<file path="src/rtl/sram_mem_controller.sv">
// Sequences 32-bit MEM-stage loads/stores onto a 16-bit async SRAM as two half-word transfers.
// Optional define SRAM_ADDR_CHECK_EN adds range checking and the addr_err output.
module sram_mem_controller #(
  parameter int unsigned BASE_ADDR   = 1024,
  parameter int unsigned SRAM_AW     = 18,
  parameter int unsigned WAIT_STATES = 2
) (
  input  logic               clk,
  input  logic               rst,
  input  logic               MEM_R_EN,
  input  logic               MEM_W_EN,
  input  logic [31:0]        address,
  input  logic [31:0]        ST_val,
  output logic [31:0]        read_data,
  output logic               ready,
  output logic [SRAM_AW-1:0] SRAM_ADDR,
  output logic [15:0]        SRAM_DQ_out,
  input  logic [15:0]        SRAM_DQ_in,
  output logic               SRAM_DQ_oe,
  output logic               SRAM_WE_N
`ifdef SRAM_ADDR_CHECK_EN
  ,
  output logic               addr_err
`endif
);

  localparam logic [1:0] S_IDLE = 2'd0;
  localparam logic [1:0] S_LOW  = 2'd1;
  localparam logic [1:0] S_HIGH = 2'd2;
  localparam logic [1:0] S_DONE = 2'd3;

  localparam logic [2:0] WC_LAST = 3'(WAIT_STATES);

  logic [1:0]         r_state;
  logic [2:0]         r_wc;
  logic               r_is_wr;
  logic [SRAM_AW-2:0] r_word;
  logic [31:0]        r_st_val;
  logic [31:0]        r_read_data;
  logic [SRAM_AW-1:0] r_sram_addr;

  logic               w_req;
  logic [31:0]        w_offset;
  logic [SRAM_AW-2:0] w_word;
  logic               w_oor;
  logic               w_wr_active;

  assign w_req    = MEM_R_EN | MEM_W_EN;
  assign w_offset = address - BASE_ADDR;
  // Truncation to SRAM_AW-1 bits gives the modulo-SRAM-size wrap of the word index.
  assign w_word   = (SRAM_AW-1)'(w_offset >> 2);

`ifdef SRAM_ADDR_CHECK_EN
  logic r_addr_err;
  assign w_oor    = (address < BASE_ADDR) || ((w_offset >> (SRAM_AW + 1)) != 32'd0);
  assign addr_err = r_addr_err;
`else
  assign w_oor    = 1'b0;
`endif

  assign w_wr_active = r_is_wr && ((r_state == S_LOW) || (r_state == S_HIGH));

  always_comb begin
    SRAM_WE_N   = ~w_wr_active;
    SRAM_DQ_oe  = w_wr_active;
    SRAM_DQ_out = 16'h0000;
    if (w_wr_active) begin
      SRAM_DQ_out = (r_state == S_HIGH) ? r_st_val[31:16] : r_st_val[15:0];
    end
  end

  assign ready     = ((r_state == S_IDLE) && !w_req) || (r_state == S_DONE);
  assign read_data = r_read_data;
  assign SRAM_ADDR = r_sram_addr;

  always_ff @(posedge clk or posedge rst) begin
    if (rst) begin
      r_state     <= S_IDLE;
      r_wc        <= 3'd0;
      r_is_wr     <= 1'b0;
      r_word      <= '0;
      r_st_val    <= 32'd0;
      r_read_data <= 32'd0;
      r_sram_addr <= '0;
`ifdef SRAM_ADDR_CHECK_EN
      r_addr_err  <= 1'b0;
`endif
    end else begin
      case (r_state)
        S_IDLE: begin
          if (w_req) begin
            r_is_wr  <= MEM_W_EN;
            r_word   <= w_word;
            r_st_val <= ST_val;
            r_wc     <= 3'd0;
            if (w_oor) begin
              // Rejected access: skip the SRAM entirely and complete next cycle.
              r_state <= S_DONE;
              if (!MEM_W_EN) r_read_data <= 32'd0;
`ifdef SRAM_ADDR_CHECK_EN
              r_addr_err <= 1'b1;
`endif
            end else begin
              r_state     <= S_LOW;
              r_sram_addr <= {w_word, 1'b0};
            end
          end
        end
        S_LOW: begin
          if (r_wc == WC_LAST) begin
            r_wc        <= 3'd0;
            r_state     <= S_HIGH;
            r_sram_addr <= {r_word, 1'b1};
            if (!r_is_wr) r_read_data[15:0] <= SRAM_DQ_in;
          end else begin
            r_wc <= r_wc + 3'd1;
          end
        end
        S_HIGH: begin
          if (r_wc == WC_LAST) begin
            r_wc    <= 3'd0;
            r_state <= S_DONE;
            if (!r_is_wr) r_read_data[31:16] <= SRAM_DQ_in;
          end else begin
            r_wc <= r_wc + 3'd1;
          end
        end
        default: begin
          r_state <= S_IDLE;
`ifdef SRAM_ADDR_CHECK_EN
          r_addr_err <= 1'b0;
`endif
        end
      endcase
    end
  end

endmodule
</file>
<file path="config.mk">
export PLATFORM = sky130hd
export DESIGN_NAME = sram_mem_controller
export DESIGN_NICKNAME = d
export VERILOG_FILES = /design/src/rtl/sram_mem_controller.sv
export SDC_FILE = /design/constraint.sdc
export NUM_CORES = 1
export LEC_CHECK = 0
export BUFFER_PORTS_ARGS = -buffer_cell sky130_fd_sc_hd__buf_4
export CAP_MARGIN = 40
export CORE_MARGIN = 2
export CORE_UTILIZATION = 55
export CTS_CLUSTER_DIAMETER = 30
export DETAILED_ROUTE_END_ITERATION = 16
export GPL_ROUTABILITY_DRIVEN = 0
export PLACE_DENSITY_LB_ADDON = 0.12
export REMOVE_ABC_BUFFERS = 1
export SYNTH_ARGS = -nofsm -noshare
export SYNTH_HDL_FRONTEND = slang
export SYNTH_SLANG_ARGS = --single-unit
</file>
<file path="constraint.sdc">
create_clock -name clk -period 5.6 [get_ports clk]
set_clock_uncertainty 0.1 [all_clocks]
set_input_delay 0.84 -clock clk [delete_from_list [all_inputs] [get_ports clk]]
set_output_delay 0.84 -clock clk [all_outputs]
set_load 0.1 [all_outputs]
</file>
* Word-level counts from Yosys, hierarchy flattened *
Index checks and enable logic that the tools add are counted.

cells by class
  add/subtract/negate cells = 2
  reduce and logical (&&, ||, !) cells = 15
  bitwise gates (word level) = 3
  equal/unequal tests = 7
  mux-type cells = 12

operators by type and width
  cell                                                                    count
  18-bit two-way mux                                                      2
  18-bit case mux with 2 select lines                                     1
  16-bit two-way mux                                                      2
  19-bit by 11-bit subtractor with 19-bit output (second input constant)  1
  3-bit AND reduction                                                     4
  2-bit two-way mux                                                       3
  3-bit two-way mux                                                       2
  2-bit case mux with 3 select lines                                      1
  3-bit case mux with 2 select lines                                      1
  2-bit equality test (second input constant)                             2
  2-bit by 1-bit != test with 1-bit output (second input constant)        2
  2-bit AND reduction                                                     2
  2-bit nonzero test                                                      2
  3-bit by 1-bit adder with 3-bit output (second input constant)          1
  3-bit by 2-bit equality test with 1-bit output (second input constant)  1
  2-bit by 1-bit equality test with 1-bit output (second input constant)  1
  1-bit logical AND                                                       2
  2-bit logical NOT                                                       1
  1-bit logical OR                                                        2
  2-bit != test (second input constant)                                   1
  1-bit inverter                                                          2
  2-bit OR reduction                                                      1
  1-bit logical NOT                                                       1
  1-bit OR                                                                1

storage, ports and cells
  output and inout bits = 69
  bits of input ports = 84
  word-level logic and storage cells = 47
  register bits after elaboration = 105

* Longest topological paths before layout *
Gate-level depths: netlist of run 1.

  depth in word-level cells = 4
  depth in mapped cells = 9
  gate-level depth less buffers = 6

* Least setup slack after synthesis of run 1 *
OpenSTA, ideal clock, no wires.

  path type = register to output
  start = reg r_state[0]
  end = out SRAM_DQ_out[10]
  stages on the path, launching flop included = 6
  required time = 4660 ps
  path buffers = 1
  setup slack = 1605 ps
  arrival time = 3055 ps
  cells stage by stage = dfrtp_1 -> inv_1 -> ha_1 -> nand2_1 -> clkbuf_1 -> nor2_1

on the way
  longest elaborated chain between the ends = 4
  elaborated cells between the ends (all ways) = 6
  those cells by class = 2 x eq/ne; 2 x mux; 2 x reduce/logical

RTL lines
  what                                                                                   RTL line  source
  from (decl)                                                                            34        logic [1:0] r_state;
  from (signal assigned)                                                                 78        r_state <= S_IDLE;
  from (signal assigned)                                                                 98        r_state <= S_DONE;
  from (signal assigned)                                                                 104       r_state <= S_LOW;
  2-bit by 1-bit equality test with 1-bit output or 2-bit equality test (tied branches)  61, 68
  1-bit logical OR                                                                       61        assign w_wr_active = r_is_wr && ((r_state == S_LOW) || (r_state == S_HIGH));
  1-bit logical AND                                                                      61
  16-bit two-way mux *                                                                   67        if (w_wr_active) begin
  to (decl)                                                                              17        output logic [15:0] SRAM_DQ_out,

Mark *: on every way between the ends. The rest lies on a longest branch, timed or not.

* Final worst setup path of run 1 *
  start = reg r_state[0]
  end = out SRAM_DQ_out[1]

The elaborated chain is that of the path after synthesis.

==> results.md, run 1 <==
- Status: complete, no violations
- Die H: 96.1 um
- Vias in the first global route: around 3200
- Max Buffers Root-to-Sink: 2
- TritonCTS clock tree: built
- Multi-input logic area: between 1500 and 2000 um2
- Max_slew headroom: between 40% and 50%
- Worst-path clk slew: 100 ps
- Reg2reg start: r_state[1]$_DFFE_PP0P_
- Mapped Cells: approximately 360
- Fin crit period: roughly 3100 ps
- Post-route ant nets: 0
- Crit Path Class: reg -> out
- Area delta synth->final: 28.3%
- CP Capture Type: primary output
- Share of layout cells above drive strength 1: between 40% and 50%
- Total congestion overflow: 0
- Fraction of registers with async set/reset: 100%
- RSZ-0062 raised after global routing: false
- Largest net degree at the start of global routing: 56
- Hold Path Origin: SRAM_ADDR[13]$_DFFE_PP0P_
- Worst-skew pair later-pin latency: between 300 and 400 ps
- # nets final: between 500 and 600
- Worst Max-Slew Pin Slew: between 800 and 900 ps
- Fill cells: slightly below 600
- Cts hold-fix bufs: 0
- Post-synth top flop: dfrtp_1
- Synth unique cells: 38
- Buffers on Ports: 137
- Final HPWL DP: between 6 and 7 mm
- TritonRoute pass-1 iters: 4
- Tightest Hold Check Type: reg -> reg
- Storage cell area: 2630 um2
- IO Count: about 150
- Top cell type's share of synthesized area: 56.3%
- CTS buffer count: 9
- Setup tns final: 0 ps
- Row count: 33
- CTS root buf: clkbuf_8
- Post-Syn Area: ~4700 um2
- Post-CTS Setup Bufs: 0
- Area contributors post-synth: dfrtp_1, mux2_2, mux2i_1
- GRT Total Usage: a little over a fifth
- Max-slew violations: 0
- Final Hold Viols: 0
- Routed via count: between 3000 and 4000
- Initial antenna violation count: 0
- H-tree Lvls: 3
- Ant diodes: 0
- Core outline area: ~8000 um2
- DR DRC count: 0
- Sequential area share after synthesis: between 50% and 60%
- Max-cap violations: 0
- Die area: slightly above 9000 um2
- Most common cell after layout, fill and taps aside: buf_4
- First-pass GRT wire length: between 15 and 20 mm
- Worst-path maximum fanout: 18
- Crit path arrival time: 2210 ps
- DIE WIDTH: 96.1 um
- Starting DRT DRC Count: 69
- Vias per cell: 5.17
- Post-Route WL: ~9.5 mm
- CP startpoint: r_state[0]$_DFFE_PP0P_
- Initial Util: roughly 57%
- Wirelength per Cell: approximately 16 um
- Most frequent cells in the layout: buf_4, dfrtp_1, mux2_2, nand2_1
- Synth area leader: dfrtp_1
- #FFs+latches synth: approximately 110
- Critical Path Start Type: flop
- Syn. warnings: 0
- Worst EP required: about 4700 ps
- Final Setup Violations: 0
- Post-cts resize count: 0
- Avg Inst Size Synth: between 10 and 15 um2
- Fmax: about 320 MHz
- Total clock sinks: between 100 and 150
- Tcrit/Tclk final: 56.2%
- Post-synth EDFFs: 0
## routing by layer
metal	GRT usage (%)	vias up	share of wire, %
met5	0	-	0
met4	7.26	0	1.3
met3	6.81	9	7.4
met2	34.3	80	49
met1	27.3	1524	42
li1	-	1523	-
## per-stage QoR
stage               instances  setup slack [ps]  hold slack, ps  instance area, um2  utilization, %
finish                    607              2450             386                5990            72.8
global route              607              2240             420                5990            72.8
CTS                       607              2380             393                5990            72.8
detailed placement        591              2790             371                5780            70.4
global placement          591              2790             362                5780            70.4
floorplan                 345              1530             350                4580               -
## worst max-delay path, stage by stage (launching register included)
cell and delay [ps]:
dfrtp_1 420, inv_1 80, ha_1 340, nand2_1 410, nor2_1 270, buf_4 320
## final cells by class
type,count,area share [%]
clock buffer,10,2.13
clock inverter,6,1.25
inverter,6,0.418
multi-input combinational,234,32.4
sequential,105,43.9
tap,105,2.19
timing repair buffer,141,17.7
## synthesized netlist by cell type (2+ instances only)
| cell | instances |
|---|---|
| ha_1 | 6 |
| clkbuf_1 | 4 |
| nor2_1 | 26 |
| mux2_2 | 65 |
| nand2_1 | 33 |
| inv_1 | 6 |
| or2_2 | 2 |
| buf_2 | 10 |
| mux2_4 | 10 |
| nor3b_1 | 2 |
| xnor2_1 | 4 |
| nand3_1 | 6 |
| o21ai_1 | 3 |
| o211ai_1 | 3 |
| a21oi_1 | 4 |
| o21ai_0 | 25 |
| xor2_1 | 3 |
| mux2i_1 | 26 |
| dfrtp_1 | 105 |
## cells by family after synthesis
logic type	Yosys count	share of synthesized area (%)
compound gates	40	4.83
xor+xnor	7	1.31
fa+ha+maj	6	1.61
buf+inv	23	2.36
flops	105	56.3
mux	101	24.5
simple gates	80	9.12
## sequential cells by signal, summed over array words and instances (netlist names)
register   flops
r_state        2
r_word        17
read_data     32
r_is_wr        1
SRAM_ADDR     18
r_wc           3
r_st_val      32
## path summary, 6_finish.rpt
kind                                                  end  slack (ps)  cells past startpoint
worst max register to register   SRAM_ADDR[3]$_DFFE_PP0P_        2900                      6
worst max-delay path                       SRAM_DQ_out[1]        2450                      5
max in group asynchronous       read_data[13]$_DFFE_PP0P_        3830                      3
worst min register to register  SRAM_ADDR[13]$_DFFE_PP0P_         390                      2
worst min-delay path            SRAM_ADDR[13]$_DFFE_PP0P_         390                      2
min in group asynchronous           r_word[7]$_DFFE_PP0P_         450                      2
Power of run 1 is left out: the tool's default activity adds up to more than one toggle a clock period on the data nets, which glitch-free logic cannot reach.
==> run 2: changes to the inputs <==
CORE_UTILIZATION = 51   (was 55)
clock period = 3 ns   (was 5.6 ns; I/O delays follow)
==> run 2 against run 1 <==
Compared with the run above:
- worst hold slack got worse by 180 ps
- wire length decreased by 2.0%
- flip-flop and latch count unchanged
- global-route usage shrank 1.9 points
- core utilization is 4.4 points lower
- die area grew 7.5%
- clock-buffer cell count did not move
- sequential share of layout area down 0.31 points
- setup slack worse by 2100 ps
- largest cell class unchanged
- highest routed layer unchanged
==> results.md, run 2 (synthesized netlist as in run 1, its figures left out) <==
- # nets final: 592 (was 587)
- Worst-path clk slew: 100 ps (about the same)
- Non-Filler Instances: 615 (was 607)
- Status: complete, no violations (unchanged)
- Initial antenna violation count: 0 (unchanged)
- Max Buffers Root-to-Sink: 2 (unchanged)
- CP max-delay cell: dfrtp_1 (unchanged)
- CTS buffer count: 9 (unchanged)
- Vias in the first global route: 3209 (was 3194)
- Area delta synth->final: 29.2% (was 28.3%)
- Fin crit period: 2630 ps
- GRT Total Usage: 19.4% (was 21.3%)
- Met3 WL: 607 um (was 703 um)
- Core outline area: 8810 um2 (was 8220 um2)
- Hold Path Origin: ST_val[1] (was SRAM_ADDR[13]$_DFFE_PP0P_)
- Most frequent cells in the layout: buf_4, dfrtp_1, mux2_2, nand2_1 (unchanged)
- Reg2reg start: r_state[1]$_DFFE_PP0P_ (unchanged)
- Max stage delay on crit path: 440 ps (was 420 ps)
- TritonRoute pass-1 iters: 4 (unchanged)
- Row count: 34 (was 33)
- DR DRC count: 0 (unchanged)
- Die area: 9930 um2 (was 9240 um2)
- Initial Util: 53.0% (was 56.8%)
- Max_slew headroom: 65.4% (was 46.4%)
- Critical Path Start Type: flop (unchanged)
- Worst-path maximum fanout: 8 (was 18)
- Worst EP required: 2450 ps (was 4660 ps)
- Ant diodes: 0 (unchanged)
- Total clock sinks: 105 (unchanged)
- Total congestion overflow: 0 (unchanged)
- Final Setup Violations: 0 (unchanged)
- TritonCTS clock tree: built (unchanged)
- H-tree Lvls: 3 (unchanged)
- Fmax: around 380 MHz
- Post-CTS Setup Bufs: 0 (unchanged)
- CP delay by family, top: simple AND/OR/NAND/NOR gates (unchanged)
- Final HPWL DP: 6.63 mm (was 6.80 mm)
- Share of layout cells above drive strength 1: 49.1% (was 48.4%)
- Routed met2 length: 4.49 mm (was 4.64 mm)
- Wirelength per Cell: 15.1 um (was 15.6 um)
- Most common cell after layout, fill and taps aside: buf_4 (unchanged)
- Die H: 99.7 um (was 96.1 um)
- Largest net degree at the start of global routing: 47 (was 56)
- CP startpoint: r_state[0]$_DFFE_PP0P_ (unchanged)
- Worst-skew pair later-pin latency: 370 ps (was 360 ps)
- Max-slew violations: 0 (unchanged)
- Met1 wire length: 4.03 mm (was 4.00 mm)
- CP cell instances: inv_1 -> ha_1 -> nor3b_2 -> or2_2 -> buf_4 (was inv_1 -> ha_1 -> nand2_1 -> nor2_1 -> buf_4)
- Placed Cells incl. Taps: 598 (was 591)
- Routed via count: 3181 (was 3136)
- Max-cap violations: 0 (unchanged)
- Final Hold Viols: 0 (unchanged)
- RSZ-0062 raised after global routing: false (unchanged)
- Vias per cell: 5.17 (about the same)
- Post-route ant nets: 0 (unchanged)
- CTS root buf: clkbuf_8 (unchanged)
- Post-Route WL: 9.28 mm (was 9.47 mm)
- Starting DRT DRC Count: 72 (was 69)
- IO Count: 153 (unchanged)
- DIE WIDTH: 99.7 um (was 96.1 um)
- Worst path buffer plus inverter count: 2 (unchanged)
- Tcrit/Tclk final: between 80% and 90%
- CP Capture Type: primary output (unchanged)
- Uppermost layer routed: met4 (unchanged)
- Crit path arrival time: 2080 ps (was 2210 ps)
- Crit Path Class: reg -> out (unchanged)
- First-pass GRT wire length: 15.1 mm (about the same)
- Buffers on Ports: 137 (unchanged)
- Tightest Hold Check Type: in -> reg (was reg -> reg)
- Worst Max-Slew Pin Slew: 517 ps (was 804 ps)
==> run 2: worst reg2reg max path, cell delays in order (launching register included) <==
cell       delay, ps
dfrtp_1          440
inv_1             90
ha_1             160
buf_4            230
nand4bb_4        160
nor2_4           430
mux2_2           410
==> run 2: cell type report <==
cell class | count | area, um2
flip-flops and latches | 105 | 2630
clock buffers | 10 | 138
inverters | 6 | 25.0
fillers | 675 | 2780
clock inverters | 6 | 48.8
multi-input cells | 234 | 1940
well taps | 108 | 135
repair buffers | 146 | 1110
==> run 2: what timing repair did <==
| item | CTS | global route |
|---|---|---|
| gates resized for setup | 0 | 1 |
| hold buffers | 1 | 0 |
| hold endpoints to repair | 24 | 0 |
| setup endpoints to repair | 0 | 1 |
==> run 2: metrics by stage <==
step	area [um2]	hold slack, ps	setup WS [ps]	util (%)	TNS, ps
floorplan	4580	350	-676	-	-66840
global placement	5830	362	722	66.2	0
detailed placement	5830	372	563	66.2	0
CTS	6030	186	161	68.4	0
global route	6030	183	171	68.5	0
finish	6030	205	374	68.5	0
==> run 2: worst paths after layout <==
kind	to	cells past startpoint	slack, ps
min in group asynchronous	r_word[5]$_DFFE_PP0P_	3	560
max in group asynchronous	r_word[14]$_DFFE_PP0P_	4	1540
max	ready	5	370
min reg2reg	SRAM_ADDR[3]$_DFFE_PP0P_	2	390
min	r_st_val[1]$_DFFE_PP0P_	2	200
max reg2reg	read_data[10]$_DFFE_PP0P_	6	870
==> run 2: per-layer routing <==
metal | vias to the layer above | GRT usage [%]
met1 | 1546 | 24.1
met5 | - | 0
li1 | 1531 | -
met4 | 0 | 7.59
met3 | 14 | 6.04
met2 | 90 | 31.8
Power of run 2 is left out for the same reason.
==> run 3: changes to the inputs <==
CORE_ASPECT_RATIO = 1.75   (was default)
CORE_UTILIZATION = 55   (was 51)
CTS_BUF_LIST = sky130_fd_sc_hd__clkbuf_8   (was default)
clock period = 3.21 ns   (was 3 ns; I/O delays follow)
==> run 3 against run 2 <==
Compared with the run above:
- setup slack lost 9.3 ps
- die area shrank 6.7%
- first-iteration DRC count grew 110%
==> results.md, run 3 (synthesized netlist as in run 1, its figures left out) <==
- Status: complete, no violations (unchanged)
- Total clock sinks: 105 (unchanged)
- CTS buffer count: 9 (unchanged)
- Met3 WL: 517 um (was 607 um)
- Final HPWL DP: 7.12 mm (was 6.63 mm)
- CTS root buf: clkbuf_8 (unchanged)
- Row count: 44 (was 34)
- Area delta synth->final: 29.7% (was 29.2%)
- Worst-skew pair later-pin latency: 380 ps (was 370 ps)
- Die area: 9270 um2 (was 9930 um2)
- IO Count: 153 (unchanged)
- Core outline area: 8260 um2 (was 8810 um2)
- # nets final: 591 (was 592)
- Wirelength per Cell: 16.2 um (was 15.1 um)
- Initial antenna violation count: 0 (unchanged)
- R2R Path End: read_data[14]$_DFFE_PP0P_ (was read_data[10]$_DFFE_PP0P_)
- TritonCTS clock tree: built (unchanged)
- Met1 wire length: 3.70 mm (was 4.03 mm)
- Hold Path Origin: ST_val[22] (was ST_val[1])
- Initial Util: 56.5% (was 53.0%)
- TritonRoute pass-1 iters: 4 (unchanged)
- RSZ-0062 raised after global routing: false (unchanged)
- Buffers on Ports: 137 (unchanged)
- Die H: 126 um (was 99.7 um)
- Hold Slack: 229 ps (was 205 ps)
- R2R depth: 5 (was 6)
- Starting DRT DRC Count: 152 (was 72)
- H-tree Lvls: 3 (unchanged)
- Vias per cell: 5.35 (was 5.17)
- Final Hold Viols: 0 (unchanged)
- Most common cell after layout, fill and taps aside: buf_4 (unchanged)
- Ant diodes: 0 (unchanged)
- Worst-path maximum fanout: 18 (was 8)
- Non-Filler Instances: 598 (was 615)
- Final Setup Violations: 0 (unchanged)
- Max_slew headroom: 53.1% (was 65.4%)
- CP Capture Type: primary output (unchanged)
- Post-Route WL: 9.68 mm (was 9.28 mm)
- First-pass GRT wire length: 15.6 mm (was 15.1 mm)
- DIE WIDTH: 73.6 um (was 99.7 um)
- Worst-path clk slew: 90 ps (was 100 ps)
- Fmax: between 300 and 400 MHz
- Post-route ant nets: 0 (unchanged)
- DR DRC count: 0 (unchanged)
- Worst EP required: 2630 ps (was 2450 ps)
- Most frequent cells in the layout: buf_4, dfrtp_1, mux2_2, nand2_1 (unchanged)
- Tightest Hold Check Type: in -> reg (unchanged)
- Tcrit/Tclk final: 88.6%
- Worst Max-Slew Pin Slew: 702 ps (was 517 ps)
- Hold Crit Depth: 2 (unchanged)
- Reg2reg start: r_state[1]$_DFFE_PP0P_ (unchanged)
- GRT Total Usage: 21.9% (was 19.4%)
- Share of layout cells above drive strength 1: 48.8% (was 49.1%)
- Vias in the first global route: 3376 (was 3209)
- Max-cap violations: 0 (unchanged)
- FF-to-FF setup slack: 840 ps (was 870 ps)
- Routed via count: 3202 (was 3181)
- Fin crit period: around 2800 ps
- Post-cts resize count: 0 (unchanged)
- Crit path arrival time: 2260 ps (was 2080 ps)
- Hold EP: r_st_val[22]$_DFFE_PP0P_ (was r_st_val[1]$_DFFE_PP0P_)
- Util after Layout: 73.3% (was 68.5%)
- Max-slew violations: 0 (unchanged)
- Crit Path Class: reg -> out (unchanged)
- Max Buffers Root-to-Sink: 2 (unchanged)
- Critical Path Start Type: flop (unchanged)
- Total congestion overflow: 0 (unchanged)
- Uppermost layer routed: met4 (unchanged)
- Routed met2 length: 5.27 mm (was 4.49 mm)
- Largest net degree at the start of global routing: 42 (was 47)
- Placed Cells incl. Taps: 581 (was 598)
==> run 3: layout make-up <==
| class | count | area (um2) |
|---|---|---|
| clock inverter | 7 | 93.8 |
| fill | 579 | 2200 |
| timing repair buffer | 145 | 1130 |
| sequential | 105 | 2630 |
| clock buffer | 9 | 124 |
| multi-input combinational | 234 | 1940 |
| tap | 92 | 115 |
| inverter | 6 | 25.0 |
==> run 3: through the flow <==
step	cell area [um2]	setup WS, ps	setup TNS, ps
2_1_floorplan	4580	-498	-36090
3_3_place_gp	5810	820	0
3_5_place_dp	5830	747	0
4_1_cts	6050	326	0
5_1_grt	6050	136	0
6_report	6050	365	0
==> run 3: worst max path at each step <==
stage | startpoint | to | slack, ps
2_1_floorplan | r_state[0]$_DFFE_PP0P_ | SRAM_DQ_out[0] | -500
3_3_place_gp | r_state[0]$_DFFE_PP0P_ | SRAM_DQ_out[7] | 820
3_5_place_dp | r_state[0]$_DFFE_PP0P_ | SRAM_DQ_out[13] | 750
4_1_cts | r_state[0]$_DFFE_PP0P_ | SRAM_DQ_out[13] | 330
5_1_grt | r_state[0]$_DFFE_PP0P_ | SRAM_DQ_out[10] | 140
6_report | r_state[0]$_DFFE_PP0P_ | SRAM_DQ_out[13] | 360
==> run 3: worst max-delay path, cell delays in order (launching register included) <==
cell and delay (ps):
dfrtp_1 430, inv_1 80, ha_1 350, nand2_1 440, nor2_1 250, buf_4 320
==> run 3: per-layer routing <==
metal / track usage [%] / up-vias
li1: - / 1520
met1: 25.3 / 1583
met2: 37.8 / 86
met3: 5.04 / 13
met4: 9.52 / 0
met5: 0 / -
==> run 3: timing repair <==
action	4_1_cts	5_1_grt
buffers inserted	0	0
endpoints found under the hold margin	22	0
hold buffers	1	0
Power of run 3 is left out for the same reason.
